===== config.mk =====
export PLATFORM = sky130hd
export DESIGN_NAME = mem_arbiter_flat
export DESIGN_NICKNAME = d
export VERILOG_FILES = /design/src/rtl/mem_arbiter_if.sv /design/src/rtl/mem_arbiter.sv /design/src/flat_wrapper.sv
export SDC_FILE = /design/constraint.sdc
export NUM_CORES = 1
export LEC_CHECK = 0
export ABC_CLOCK_PERIOD_IN_PS = 2550
export CORE_MARGIN = 2
export CORE_UTILIZATION = 44
export CTS_CLUSTER_SIZE = 8
export DETAILED_ROUTE_END_ITERATION = 12
export PLACE_DENSITY_LB_ADDON = 0.3
export SYNTH_ARGS = -nofsm -noshare
export SYNTH_HDL_FRONTEND = slang
export SYNTH_SLANG_ARGS = --single-unit

===== constraint.sdc =====
create_clock -name clk -period 2.55 [get_ports clk]
set_clock_uncertainty 0.15 [all_clocks]
set_input_delay 0.255 -clock clk [delete_from_list [all_inputs] [get_ports clk]]
set_output_delay 0.255 -clock clk [all_outputs]
set_load 0.01 [all_outputs]

===== src/rtl/mem_arbiter_if.sv =====
// Purpose: bundles the two requester ports and the memory port of mem_arbiter.
// Latency: none, wires only.
// Backpressure: req is held until ack; the arbiter is the only source of ack.
interface mem_arbiter_if #(
  parameter int AW = 8,
  parameter int DW = 8
);
  // requester 0 (fetch)
  logic          r0_req;
  logic          r0_we;
  logic [AW-1:0] r0_addr;
  logic [DW-1:0] r0_wdata;
  logic          r0_ack;
  logic [DW-1:0] r0_rdata;

  // requester 1 (data)
  logic          r1_req;
  logic          r1_we;
  logic [AW-1:0] r1_addr;
  logic [DW-1:0] r1_wdata;
  logic          r1_ack;
  logic [DW-1:0] r1_rdata;

  // memory side
  logic [AW-1:0] mem_addr;
  logic [DW-1:0] mem_din;
  logic          mem_we;
  logic [DW-1:0] mem_dout;

  // status
  logic          busy;

  // arbiter view
  modport slave (
    input  r0_req, r0_we, r0_addr, r0_wdata,
    input  r1_req, r1_we, r1_addr, r1_wdata,
    input  mem_dout,
    output r0_ack, r0_rdata, r1_ack, r1_rdata,
    output mem_addr, mem_din, mem_we,
    output busy
  );

  // requester / memory view
  modport master (
    output r0_req, r0_we, r0_addr, r0_wdata,
    output r1_req, r1_we, r1_addr, r1_wdata,
    output mem_dout,
    input  r0_ack, r0_rdata, r1_ack, r1_rdata,
    input  mem_addr, mem_din, mem_we,
    input  busy
  );
endinterface


===== src/rtl/mem_arbiter.sv =====
// Purpose: round-robin arbiter giving two requesters access to one single-port memory.
// Latency: request sampled at grant edge N, ack and rdata registered at edge N+2; one access per 3 cycles.
// Backpressure: a requester holds req until its ack pulse; an acked port is ineligible in its ack cycle.
module mem_arbiter #(
  parameter int AW = 8,
  parameter int DW = 8
) (
  input  logic          clk,
  input  logic          rst_n,
  mem_arbiter_if.slave  bus
);

  typedef enum logic [1:0] {
    IDLE    = 2'd0,
    ACCESS  = 2'd1,
    CAPTURE = 2'd2
  } state_t;

  state_t state;
  state_t state_nxt;

  // registered outputs
  logic [AW-1:0] mem_addr_q;
  logic [DW-1:0] mem_din_q;
  logic          mem_we_q;
  logic          r0_ack_q;
  logic          r1_ack_q;
  logic [DW-1:0] r0_rdata_q;
  logic [DW-1:0] r1_rdata_q;

  // arbitration state: 0 = r0, 1 = r1
  logic          last_grant;
  logic          gnt;

  // grant decision for the current cycle
  logic          r0_elig;
  logic          r1_elig;
  logic          grant_vld;
  logic          grant_sel;

  // A port in its ack cycle has already been served; masking it here stops
  // a still-high req from being issued twice.
  assign r0_elig = bus.r0_req & ~r0_ack_q;
  assign r1_elig = bus.r1_req & ~r1_ack_q;

  // State register.
  always_ff @(posedge clk or negedge rst_n) begin
    if (!rst_n) begin
      state <= IDLE;
    end else begin
      state <= state_nxt;
    end
  end

  // Next-state: one cycle each in ACCESS and CAPTURE, leave IDLE only on a grant.
  always_comb begin
    state_nxt = state;
    case (state)
      IDLE:    if (grant_vld) state_nxt = ACCESS;
      ACCESS:  state_nxt = CAPTURE;
      CAPTURE: state_nxt = IDLE;
      default: state_nxt = IDLE;
    endcase
  end

  // Output decode: pick the winner in IDLE; on a tie the port not served last wins.
  always_comb begin
    grant_vld = 1'b0;
    grant_sel = 1'b0;
    if (state == IDLE) begin
      if (r0_elig && r1_elig) begin
        grant_vld = 1'b1;
        grant_sel = ~last_grant;
      end else if (r0_elig) begin
        grant_vld = 1'b1;
        grant_sel = 1'b0;
      end else if (r1_elig) begin
        grant_vld = 1'b1;
        grant_sel = 1'b1;
      end
    end
  end

  // Datapath: latch the winner's command at grant, close the write after
  // ACCESS, return mem_dout to the granted port at the end of CAPTURE.
  always_ff @(posedge clk or negedge rst_n) begin
    if (!rst_n) begin
      mem_addr_q <= '0;
      mem_din_q  <= '0;
      mem_we_q   <= 1'b0;
      r0_ack_q   <= 1'b0;
      r1_ack_q   <= 1'b0;
      r0_rdata_q <= '0;
      r1_rdata_q <= '0;
      last_grant <= 1'b1;
      gnt        <= 1'b0;
    end else begin
      r0_ack_q <= 1'b0;
      r1_ack_q <= 1'b0;
      case (state)
        IDLE: begin
          if (grant_vld) begin
            gnt        <= grant_sel;
            last_grant <= grant_sel;
            if (grant_sel) begin
              mem_addr_q <= bus.r1_addr;
              mem_din_q  <= bus.r1_wdata;
              mem_we_q   <= bus.r1_we;
            end else begin
              mem_addr_q <= bus.r0_addr;
              mem_din_q  <= bus.r0_wdata;
              mem_we_q   <= bus.r0_we;
            end
          end
        end
        ACCESS: begin
          mem_we_q <= 1'b0;
        end
        CAPTURE: begin
          if (gnt) begin
            r1_rdata_q <= bus.mem_dout;
            r1_ack_q   <= 1'b1;
          end else begin
            r0_rdata_q <= bus.mem_dout;
            r0_ack_q   <= 1'b1;
          end
        end
        default: begin
          mem_we_q <= 1'b0;
        end
      endcase
    end
  end

  assign bus.mem_addr = mem_addr_q;
  assign bus.mem_din  = mem_din_q;
  assign bus.mem_we   = mem_we_q;
  assign bus.r0_ack   = r0_ack_q;
  assign bus.r1_ack   = r1_ack_q;
  assign bus.r0_rdata = r0_rdata_q;
  assign bus.r1_rdata = r1_rdata_q;
  assign bus.busy     = (state != IDLE);

  // The write strobe must never be visible outside ACCESS.
  a_we_only_in_access: assert property (
    @(posedge clk) disable iff (!rst_n) mem_we_q |-> (state == ACCESS)
  );

  // Only one port can complete per cycle.
  a_ack_onehot: assert property (
    @(posedge clk) disable iff (!rst_n) !(r0_ack_q && r1_ack_q)
  );

endmodule

===== src/flat_wrapper.sv =====
// flat-port wrapper written by rule: the top's interface ports become plain ports
module mem_arbiter_flat 
#(
  parameter int AW = 8,
  parameter int DW = 8
)
  (clk, rst_n, bus_r0_req, bus_r0_we, bus_r0_addr, bus_r0_wdata, bus_r1_req, bus_r1_we, bus_r1_addr, bus_r1_wdata, bus_mem_dout, bus_r0_ack, bus_r0_rdata, bus_r1_ack, bus_r1_rdata, bus_mem_addr, bus_mem_din, bus_mem_we, bus_busy);
  mem_arbiter_if #(.AW(AW), .DW(DW)) bus_i ();
  input  logic clk;
  input  logic rst_n;
  input wire logic [$bits(bus_i.r0_req)-1:0] bus_r0_req;
  input wire logic [$bits(bus_i.r0_we)-1:0] bus_r0_we;
  input wire logic [$bits(bus_i.r0_addr)-1:0] bus_r0_addr;
  input wire logic [$bits(bus_i.r0_wdata)-1:0] bus_r0_wdata;
  input wire logic [$bits(bus_i.r1_req)-1:0] bus_r1_req;
  input wire logic [$bits(bus_i.r1_we)-1:0] bus_r1_we;
  input wire logic [$bits(bus_i.r1_addr)-1:0] bus_r1_addr;
  input wire logic [$bits(bus_i.r1_wdata)-1:0] bus_r1_wdata;
  input wire logic [$bits(bus_i.mem_dout)-1:0] bus_mem_dout;
  output wire logic [$bits(bus_i.r0_ack)-1:0] bus_r0_ack;
  output wire logic [$bits(bus_i.r0_rdata)-1:0] bus_r0_rdata;
  output wire logic [$bits(bus_i.r1_ack)-1:0] bus_r1_ack;
  output wire logic [$bits(bus_i.r1_rdata)-1:0] bus_r1_rdata;
  output wire logic [$bits(bus_i.mem_addr)-1:0] bus_mem_addr;
  output wire logic [$bits(bus_i.mem_din)-1:0] bus_mem_din;
  output wire logic [$bits(bus_i.mem_we)-1:0] bus_mem_we;
  output wire logic [$bits(bus_i.busy)-1:0] bus_busy;
  assign bus_i.r0_req = bus_r0_req;
  assign bus_i.r0_we = bus_r0_we;
  assign bus_i.r0_addr = bus_r0_addr;
  assign bus_i.r0_wdata = bus_r0_wdata;
  assign bus_i.r1_req = bus_r1_req;
  assign bus_i.r1_we = bus_r1_we;
  assign bus_i.r1_addr = bus_r1_addr;
  assign bus_i.r1_wdata = bus_r1_wdata;
  assign bus_i.mem_dout = bus_mem_dout;
  assign bus_r0_ack = bus_i.r0_ack;
  assign bus_r0_rdata = bus_i.r0_rdata;
  assign bus_r1_ack = bus_i.r1_ack;
  assign bus_r1_rdata = bus_i.r1_rdata;
  assign bus_mem_addr = bus_i.mem_addr;
  assign bus_mem_din = bus_i.mem_din;
  assign bus_mem_we = bus_i.mem_we;
  assign bus_busy = bus_i.busy;
  mem_arbiter #(.AW(AW), .DW(DW)) u_core (.clk(clk), .rst_n(rst_n), .bus(bus_i));
endmodule

==> results.cfg <==
[setup_path]
r2r-start = u_core.state[1]$_DFFE_PN0P_
end_kind = output port
worstRegToRegCells = 3
start_kind = register
reg2reg_to = u_core.bus.mem_din[4]$_DFFE_PN0P_
path_class = register to output port
crit_path_end = bus_busy
crit_start = u_core.state[1]$_DFFE_PN0P_
r2r_slack_ns = 0.45
cp_max_fo = 26
arrival_ns = 2.00
required_ns = 2.14

[global_routing]
antenna_found_initial = 0
overflow = 0
grt_pass1_wl_um = 7270
grt_usage = 0.216
grt_max_degree = 40
grt_pass1_vias = 1477

[finish]
nNetsFinal = 280
stdcell_area_um2 = 2710
area_growth_pct = 51.0
diodes = 0
drive_gt1_frac = 0.123
stdcell_count = 285

[sta]
timing.final.crit_share = 0.945
hold_slack_ns = 0.317
slew_headroom = 0.420
fmax_ghz = 0.415
drv_slew = 0
rsz0062_at_grt = false
hold_violations = 0
setup_viol = 0
worst_slew_pin_slew_ns = 0.871
fin_crit_ns = 2.41
fin_tns_setup_ns = 0

[pwr]
power_per_cell_area_nw_per_um2 = 1130
p_leak_nw = 1.13
p_total_mw = 3.06
power.share.clock = 0.130
p_int_mw = 1.97
p_sw_mw = 1.09
ir_drop_v = 0.000696
sw_frac_of_total = 0.356
combPwrFrac = 0.511
seqPwrFrac = 0.358

[place]
post-place-cells = 276
postPlaceCellArea_um2 = 2620
detailed_place_hpwl_um = 3330
gp_congestion = 0.857
io_buffers = 81

[yosys]
syn-num-nets = 201
synth-edff-count = 0
synthTopCellsByArea = dfrtp_1 53%, mux2_2 10%, a2111oi_0 8.3%, a211oi_1 6.7%, nor4_1 5.6%
synth_area_um2 = 1790
syn_inst = 155
synth-main-ff-cell = dfrtp_1
synth_seq_area_share = 0.545
synth_most_common_cell = dfrtp_1
synth_top_area_frac = 0.531
yosys_warnings = 0
ys_types = 22
yosys-top-cells-count = 38 x dfrtp_1, 21 x inv_1, 17 x a2111oi_0
ys_ff_latch = 39
synth_largest_area_cell = dfrtp_1
synthArstFlopShare = 1.00
syn_area_per_cell_um2 = 11.6

[cts]
cts-root-buf = clkbuf_8
cts_tree = built
cts.sinks = 39
numCtsBuffers = 5
cts-htree-levels = 2
clockBufferDepth = 2
post_cts_buffers = 0
clk_latency_ns = 0.28
cts_resized = 0
clkTransAtPathRegs_ns = 0.07

[die]
core_um2 = 3970
chipHeight_um = 67.8
start_util = 0.451
die-area_um2 = 4600
num_rows = 23
num_io_pins = 82
fp.dieW_um = 67.8

[route]
first_pass_iters = 4
wl_um = 4780
ant_nets = 0
drtIter0Drc = 142
drc = 0
drt-wirelength-per-cell_um = 16.8
vias = 1555
vias_per_cell = 5.46

[outcome]
run_status = finished clean

[hold_path]
hp-class = register to register

[job]
maxCapViolCount = 0
## stage by stage
step                      setup slack (ns)   util
after floorplan                      0.946      -
after global placement               0.408  0.658
after detailed placement             0.361  0.658
after CTS                            0.157  0.681
after global routing                0.0179  0.681
final                                0.140  0.681
## kinds of logic after synthesis
kind of cell / count (synthesis) / share of synthesized area
AO/OA/AOI/OAI: 38 / 0.172
buffers and inverters: 36 / 0.0901
flip-flops: 39 / 0.545
multiplexers: 16 / 0.101
AND/OR/NAND/NOR: 26 / 0.0915
## worst min path at each step
stage | startpoint | to | cells past startpoint
4_1_cts | u_core.state[0]$_DFFE_PN0P_ | u_core.bus.r0_ack$_DFF_PN0_ | 1
5_1_grt | u_core.state[0]$_DFFE_PN0P_ | u_core.bus.r0_ack$_DFF_PN0_ | 1
2_1_floorplan | rst_n | u_core.bus.mem_addr[0]$_DFFE_PN0P_ | 0
3_3_place_gp | rst_n | u_core.bus.mem_addr[1]$_DFFE_PN0P_ | 1
6_report | u_core.state[0]$_DFFE_PN0P_ | u_core.bus.r0_ack$_DFF_PN0_ | 1
3_5_place_dp | rst_n | u_core.bus.mem_addr[1]$_DFFE_PN0P_ | 1
## worst max-delay path: stages, from the launching register on
cell             delay [ns]
dfrtp_1                0.41
or2_1                  0.64
clkdlybuf4s50_1        0.67
## placed cells by master (no fill, tap or decap), drive strengths merged, types with 2 or more instances in the layout
cell and instances:
a211oi 16, buf 6, nand2b 2, clkdlybuf4s50 80, nor4 16, inv 21, mux2 16, dfrtp 38
clkbuf 7, a2111oi 17, a21o 4
## flip-flops by register name, indices dropped and copies added, names as in the netlist
register             cells
u_core.bus.mem_din       8
u_core.bus.r0_ack        1
u_core.state             2
u_core.last_grant        1
u_core.bus.r1_rdata      8
u_core.gnt               1
u_core.bus.r1_ack        1
u_core.bus.mem_we        1
u_core.bus.mem_addr      8
u_core.bus.r0_rdata      8
## metal layers
| layer | up-vias | global-route usage | wire (um) |
|---|---|---|---|
| met1 | 747 | 0.273 | 2000 |
| li1 | 741 | - | - |
| met3 | 4 | 0.0625 | 424 |
| met5 | - | 0 | 0 |
| met2 | 63 | 0.353 | 2300 |
| met4 | 0 | 0.0825 | 57 |
## area by class of cell
cell class	instances	area, um^2
Clock buffer	7	76.3
Fill cell	317	1260
Timing Repair Buffer	87	853
Tap cell	50	62.6
Sequential cell	39	977
Clock inverter	1	5.00
Inverter	21	78.8
Multi-Input combinational cell	80	653
## power groups by stage
stage                     Combinational [mW]  Sequential (mW)  Clock (mW)
after floorplan                        0.702             1.21           0
after global placement                  1.52             1.10           0
after detailed placement                1.56             1.11           0
after CTS                               1.58             1.10       0.416
after global routing                    1.69             1.14       0.445
final                                   1.57             1.10       0.399
## timing repair
item                                    CTS  global route
endpoints found under the setup margin    0             0
hold buffers                              1             0
endpoints found under the hold margin    38             0
Note: power is estimated with default switching activity, not from simulation.
